--- config.mk ---
export PLATFORM = sky130hd
export DESIGN_NAME = keccak_squeeze
export DESIGN_NICKNAME = d
export VERILOG_FILES = /design/src/rtl/keccak_squeeze.sv
export SDC_FILE = /design/constraint.sdc
export NUM_CORES = 2
export LEC_CHECK = 0
export ABC_AREA = 1
export BUFFER_PORTS_ARGS = -buffer_cell sky130_fd_sc_hd__buf_2
export CAP_MARGIN = 20
export CORE_AREA = 2 2 671 673
export CTS_BUF_LIST = sky130_fd_sc_hd__clkbuf_8
export DETAILED_ROUTE_END_ITERATION = 10
export DIE_AREA = 0 0 673 675
export GPL_TIMING_DRIVEN = 1
export HOLD_SLACK_MARGIN = 0.1
export SKIP_CTS_REPAIR_TIMING = 1
export SLEW_MARGIN = 20
export SYNTH_ARGS = -nofsm -noshare
export SYNTH_HDL_FRONTEND = slang
export SYNTH_SLANG_ARGS = --single-unit
--- constraint.sdc ---
create_clock -name clk -period 79.1 [get_ports clk]
set_clock_uncertainty 0.05 [all_clocks]
set_input_delay 3.955 -clock clk [delete_from_list [all_inputs] [get_ports clk]]
set_output_delay 3.955 -clock clk [all_outputs]
set_load 0.02 [all_outputs]
--- src/rtl/keccak_squeeze.sv ---
// keccak_squeeze
// -----------------------------------------------------------------------------
// Squeeze-side reader for the SHAKE datapath. Captures the rate lanes of a
// permuted 1600-bit Keccak state and streams them out as 64-bit words over a
// valid/ready interface. When a block's rate lanes are used up and more words
// are still owed, it pulses perm_req and waits for the next permuted state.
//
// Ports:
//   clk, rst      clock, asynchronous active-high reset
//   abort         (only with SQUEEZE_ABORT_EN) force IDLE on the next edge
//   start/out_len begin a request of out_len words (sampled only in IDLE)
//   busy          high whenever the FSM is not IDLE
//   state_valid/state_ready/state_in   permuted state input handshake
//                 (lane k = state_in[STATE_W-1-64k -: 64], lane 0 at the MSBs)
//   perm_req      one-cycle pulse asking for another permutation
//   dout/dout_valid/dout_ready/dout_last   output word stream
//   done          one-cycle pulse when the request completes
//
// Build option: define SQUEEZE_ABORT_EN to add the abort input.
// -----------------------------------------------------------------------------
module keccak_squeeze #(
   parameter int STATE_W    = 1600,
   parameter int W          = 64,
   parameter int RATE_LANES = 21,
   parameter int LEN_W      = 32
) (
   input  logic               clk,
   input  logic               rst,
`ifdef SQUEEZE_ABORT_EN
   input  logic               abort,
`endif
   input  logic               start,
   input  logic [LEN_W-1:0]   out_len,
   output logic               busy,
   input  logic               state_valid,
   output logic               state_ready,
   input  logic [STATE_W-1:0] state_in,
   output logic               perm_req,
   output logic [W-1:0]       dout,
   output logic               dout_valid,
   input  logic               dout_ready,
   output logic               dout_last,
   output logic               done
);

   localparam int CNT_W = (RATE_LANES > 1) ? $clog2(RATE_LANES) : 1;
   localparam int NUM_LANES = STATE_W / W;

   typedef enum logic [1:0] {IDLE, WAIT_ST, DRAIN} fsm_t;

   fsm_t             state_reg, state_next;
   logic [LEN_W-1:0] remaining_reg, remaining_next;
   logic [CNT_W-1:0] lane_cnt_reg, lane_cnt_next;
   logic             state_ready_reg, state_ready_next;
   logic             perm_req_reg, perm_req_next;
   logic             dout_valid_reg, dout_valid_next;
   logic             done_reg, done_next;

   logic [W-1:0]     lane_buf [RATE_LANES];
   logic [W-1:0]     rate_lane [RATE_LANES];
   logic             abort_int;
   logic             state_hs;
   logic             word_hs;
   logic             load;

`ifdef SQUEEZE_ABORT_EN
   assign abort_int = abort;
`else
   assign abort_int = 1'b0;
`endif

   // Slice the rate lanes out of the state; lane 0 sits at the MSBs.
   generate
      for (genvar gi = 0; gi < RATE_LANES; gi++) begin : g_lane
         assign rate_lane[gi] = state_in[STATE_W-1-W*gi -: W];

         always_ff @(posedge clk or posedge rst) begin
            if (rst) begin
               lane_buf[gi] <= '0;
            end else if (load) begin
               lane_buf[gi] <= rate_lane[gi];
            end
         end
      end

      // Capacity lanes are never stored or emitted.
      if (RATE_LANES < NUM_LANES) begin : g_cap
         logic unused_cap;
         assign unused_cap = ^state_in[STATE_W-1-W*RATE_LANES:0];
      end
   endgenerate

   assign state_hs = state_valid & state_ready_reg;
   assign word_hs  = dout_valid_reg & dout_ready;

   always_comb begin
      state_next       = state_reg;
      remaining_next   = remaining_reg;
      lane_cnt_next    = lane_cnt_reg;
      state_ready_next = state_ready_reg;
      dout_valid_next  = dout_valid_reg;
      perm_req_next    = 1'b0;
      done_next        = 1'b0;
      load             = 1'b0;

      case (state_reg)
         IDLE: begin
            if (start) begin
               if (out_len == '0) begin
                  done_next = 1'b1;
               end else begin
                  remaining_next   = out_len;
                  state_next       = WAIT_ST;
                  state_ready_next = 1'b1;
               end
            end
         end

         WAIT_ST: begin
            if (state_hs) begin
               load             = 1'b1;
               lane_cnt_next    = '0;
               state_ready_next = 1'b0;
               dout_valid_next  = 1'b1;
               state_next       = DRAIN;
            end
         end

         DRAIN: begin
            if (word_hs) begin
               remaining_next = remaining_reg - 1'b1;
               // Completion wins over the block boundary so no permutation is
               // requested after the final word.
               if (remaining_reg == LEN_W'(1)) begin
                  state_next      = IDLE;
                  dout_valid_next = 1'b0;
                  done_next       = 1'b1;
               end else if (lane_cnt_reg == CNT_W'(RATE_LANES - 1)) begin
                  state_next       = WAIT_ST;
                  dout_valid_next  = 1'b0;
                  perm_req_next    = 1'b1;
                  state_ready_next = 1'b1;
               end else begin
                  lane_cnt_next = lane_cnt_reg + 1'b1;
               end
            end
         end

         default: begin
            state_next = IDLE;
         end
      endcase

      // Abort overrides any handshake seen in the same cycle.
      if (abort_int) begin
         state_next       = IDLE;
         state_ready_next = 1'b0;
         dout_valid_next  = 1'b0;
         perm_req_next    = 1'b0;
         done_next        = 1'b0;
         load             = 1'b0;
      end
   end

   always_ff @(posedge clk or posedge rst) begin
      if (rst) begin
         state_reg       <= IDLE;
         remaining_reg   <= '0;
         lane_cnt_reg    <= '0;
         state_ready_reg <= 1'b0;
         perm_req_reg    <= 1'b0;
         dout_valid_reg  <= 1'b0;
         done_reg        <= 1'b0;
      end else begin
         state_reg       <= state_next;
         remaining_reg   <= remaining_next;
         lane_cnt_reg    <= lane_cnt_next;
         state_ready_reg <= state_ready_next;
         perm_req_reg    <= perm_req_next;
         dout_valid_reg  <= dout_valid_next;
         done_reg        <= done_next;
      end
   end

   // dout is read straight from the buffer so it holds while stalled.
   assign dout        = dout_valid_reg ? lane_buf[lane_cnt_reg] : '0;
   assign dout_valid  = dout_valid_reg;
   assign dout_last   = dout_valid_reg & (remaining_reg == LEN_W'(1));
   assign state_ready = state_ready_reg;
   assign perm_req    = perm_req_reg;
   assign done        = done_reg;
   assign busy        = (state_reg != IDLE);

endmodule

==> flow_metrics.py <==
metrics = {
    "clock_network": {
        "cts-root-buf": "clkbuf_8",
        "clock_latency_ns": 1.07,
        "clock_path_buffers": 4,
        "h-tree-depth": 5,
        "cts_tree": "built",
        "clk_pin_slew_worst_paths_ns": 0.06,
        "cts_made_buffers": 284,
        "cts.sinks": 1387,
    },
    "global_routing": {
        "grt_pass1_vias": 63926,
        "gr-total-overflow": 0,
        "grt_max_degree": 281,
        "grt.total_usage": 0.199,
        "antenna_found_initial": 447,
        "grt_pass1_wl_um": 597000,
    },
    "worst_setup_path": {
        "critPathLaunchType": "register",
        "critPathKind": "reg -> out",
        "critPathCaptureType": "output port",
        "ff2ff_setup_slack_ns": 72.13,
        "reg2reg_depth": 10,
        "critPathArrivalTime_ns": 6.15,
        "crit_fanout": 68,
        "r2r_start": "state_ready",
        "required_ns": 75.09,
        "reg2reg_to": "lane_buf[577]",
    },
    "die": {
        "die_y_um": 675,
        "initial_core_util": 0.152,
        "coreArea_mm2": 0.447,
        "fp.dieW_um": 673,
        "num_rows": 246,
        "io-pin-count": 1707,
        "fp.dieArea_mm2": 0.454,
    },
    "min_path": {
        "hold_path_depth": 2,
        "hp-class": "reg -> reg",
        "worstHoldStart": "lane_buf[268]",
        "hold_end": "lane_buf[268]",
    },
    "synthesis": {
        "avgSynthCellArea_um2": 7.35,
        "yosysSeqAreaShare": 0.509,
        "synth_area_leaders": "dfrtp_1 (51%), nand2_1 (20%), o21ai_0 (7.2%), inv_1 (6.6%), nand3_1 (5.6%)",
        "syn_area_mm2": 0.0682,
        "synth.top_cell.area_share": 0.509,
        "synth_nets": 10913,
        "ys_types": 29,
        "async_reset_ff_frac": 1.00,
        "yosysTopAreaCell": "dfrtp_1",
        "ys_seq_elements": 1387,
        "synth_edf_count": 0,
        "yosysWarnings": 0,
        "syn_inst": 9272,
        "ys.flop_type": "dfrtp_1",
    },
    "power_and_ir_drop": {
        "power_frac_comb": 0.037,
        "p_int_w": 0.00118,
        "seq_power_share": 0.447,
        "leakage_nw": 42.8,
        "power.total_w": 0.00159,
        "p_clk_frac": 0.516,
        "irDropWorstVdd_v": 0.0000113,
        "p_switching_w": 0.000404,
        "p_sw_frac": 0.255,
        "powerDensity_mw_per_mm2": 18.1,
    },
    "finish": {
        "fin_nets": 12139,
        "layout_common_cells": "nand2_1 (3563), buf_2 (1451), dfrtp_1 (1384)",
        "final_cells": 16956,
        "mostFrequentLayoutCell": "nand2_1",
        "syn2layout_area_growth_pct": 28.6,
        "largest_reg_flops": 1344,
        "drive_gt1_frac": 0.186,
    },
    "outcome": {
        "outcome": "complete, no violations",
    },
    "sta": {
        "setup_viol": 0,
        "slew_headroom": 0.258,
        "maxSlewViolCount": 0,
        "fmax_mhz": 98.5,
        "final.period_utilization": 0.128,
        "fin_tns_setup_ns": 0,
        "finalHoldViolCount": 0,
        "rsz0062_at_grt": "false",
        "period_minus_slack_ns": 10.15,
        "worst_pin_slew_ns": 1.11,
    },
    "placed_design": {
        "dp_hpwl_um": 383000,
        "gp_congestion": 0.962,
        "io_buffers": 1450,
        "placedCellCount": 16162,
    },
    "detailed_routing": {
        "routed_wl_um": 467000,
        "wl_per_cell_um": 27.6,
        "via_per_inst": 4.03,
        "ant_nets": 0,
        "dr.pass1.iters": 6,
        "drt_iter0_drc": 6608,
        "drc": 0,
        "vias": 68323,
    },
    "flow_run": {
        "maxCapViolations": 0,
    },
}
[worst max-delay path by stage]
stage / startpoint / end / slack [ns] / depth (start not counted)
after detailed placement: state_valid / lane_buf[567] / 68.91 / 11
after global placement: state_valid / lane_buf[651] / 68.96 / 11
after global routing: lane_cnt_reg[0] / dout[9] / 68.55 / 12
after floorplan: rst / done / 35.99 / 1
after CTS: lane_cnt_reg[0] / dout[9] / 68.57 / 12
final: lane_cnt_reg[0] / dout[3] / 68.95 / 12
[cell type report]
class                           instances  area [um^2]
Fill cell                           50975       360000
Sequential cell                      1387        34700
Multi-Input combinational cell       6075        26000
Timing Repair Buffer                 1542         8100
Tap cell                             5952         7450
Clock buffer                          356         4900
Inverter                             1208         4580
Clock inverter                        141         1110
Antenna cell                          295          738
[per-stage QoR]
stage / cell area, um^2 / hold slack (ns) / util / setup WS (ns)
3_3_place_gp: 80900 / 0.399 / 0.181 / 68.96
6_report: 87600 / 0.413 / 0.196 / 68.95
5_1_grt: 87100 / 0.435 / 0.195 / 68.55
3_5_place_dp: 80900 / 0.403 / 0.181 / 68.91
2_1_floorplan: 68200 / 0.387 / - / 35.99
4_1_cts: 86900 / 0.418 / 0.194 / 68.57
[cells by family after synthesis]
group / count (synthesis) / synth area share
xor gates and xnor gates: 4 / 0.000514
adders and majority gates: 4 / 0.000734
DFF: 1387 / 0.509
buffers and inverters: 1810 / 0.109
AOI/OAI and AO/OA: 1591 / 0.119
and+or+nand+nor: 4476 / 0.261
[power by group through the flow]
stage,Combinational [W],Clock [W],Sequential [W]
after floorplan,0.0000105,0,0.000724
after global placement,0.0000597,0,0.000723
after detailed placement,0.0000592,0,0.000723
after CTS,0.0000595,0.000841,0.000710
after global routing,0.0000637,0.000869,0.000710
final,0.0000585,0.000818,0.000710
[synth_stat cells (7+ instances only)]
cell type / number
o21ai_1: 273
nand2_1: 3563
inv_1: 1199
nand4_1: 7
inv_2: 7
nand3_1: 761
a21oi_1: 264
nor2_1: 132
buf_4: 52
dfrtp_1: 1387
clkbuf_1: 193
buf_2: 309
o211ai_1: 67
o21ai_0: 984
buf_1: 42
[metal layers]
layer,wire length (um),part of all wire,up-vias,GRT usage
li1,-,-,31590,-
met1,187000,0.40,32283,0.241
met2,202000,0.43,3168,0.302
met3,48100,0.10,1068,0.0771
met4,29100,0.062,214,0.104
met5,1350,0.0029,-,0
[critical path, stage by stage (launching register included)]
cell	delay (ns)
dfrtp_4	0.61
inv_8	0.50
buf_4	0.72
buf_4	0.59
buf_4	0.61
nand2_1	0.11
nand3_1	0.15
nand3_1	0.48
nand3_1	0.57
nand2_1	0.09
nand2_1	0.07
a21oi_1	0.11
buf_2	0.27
No activity file was read; power rests on OpenSTA's default activity.
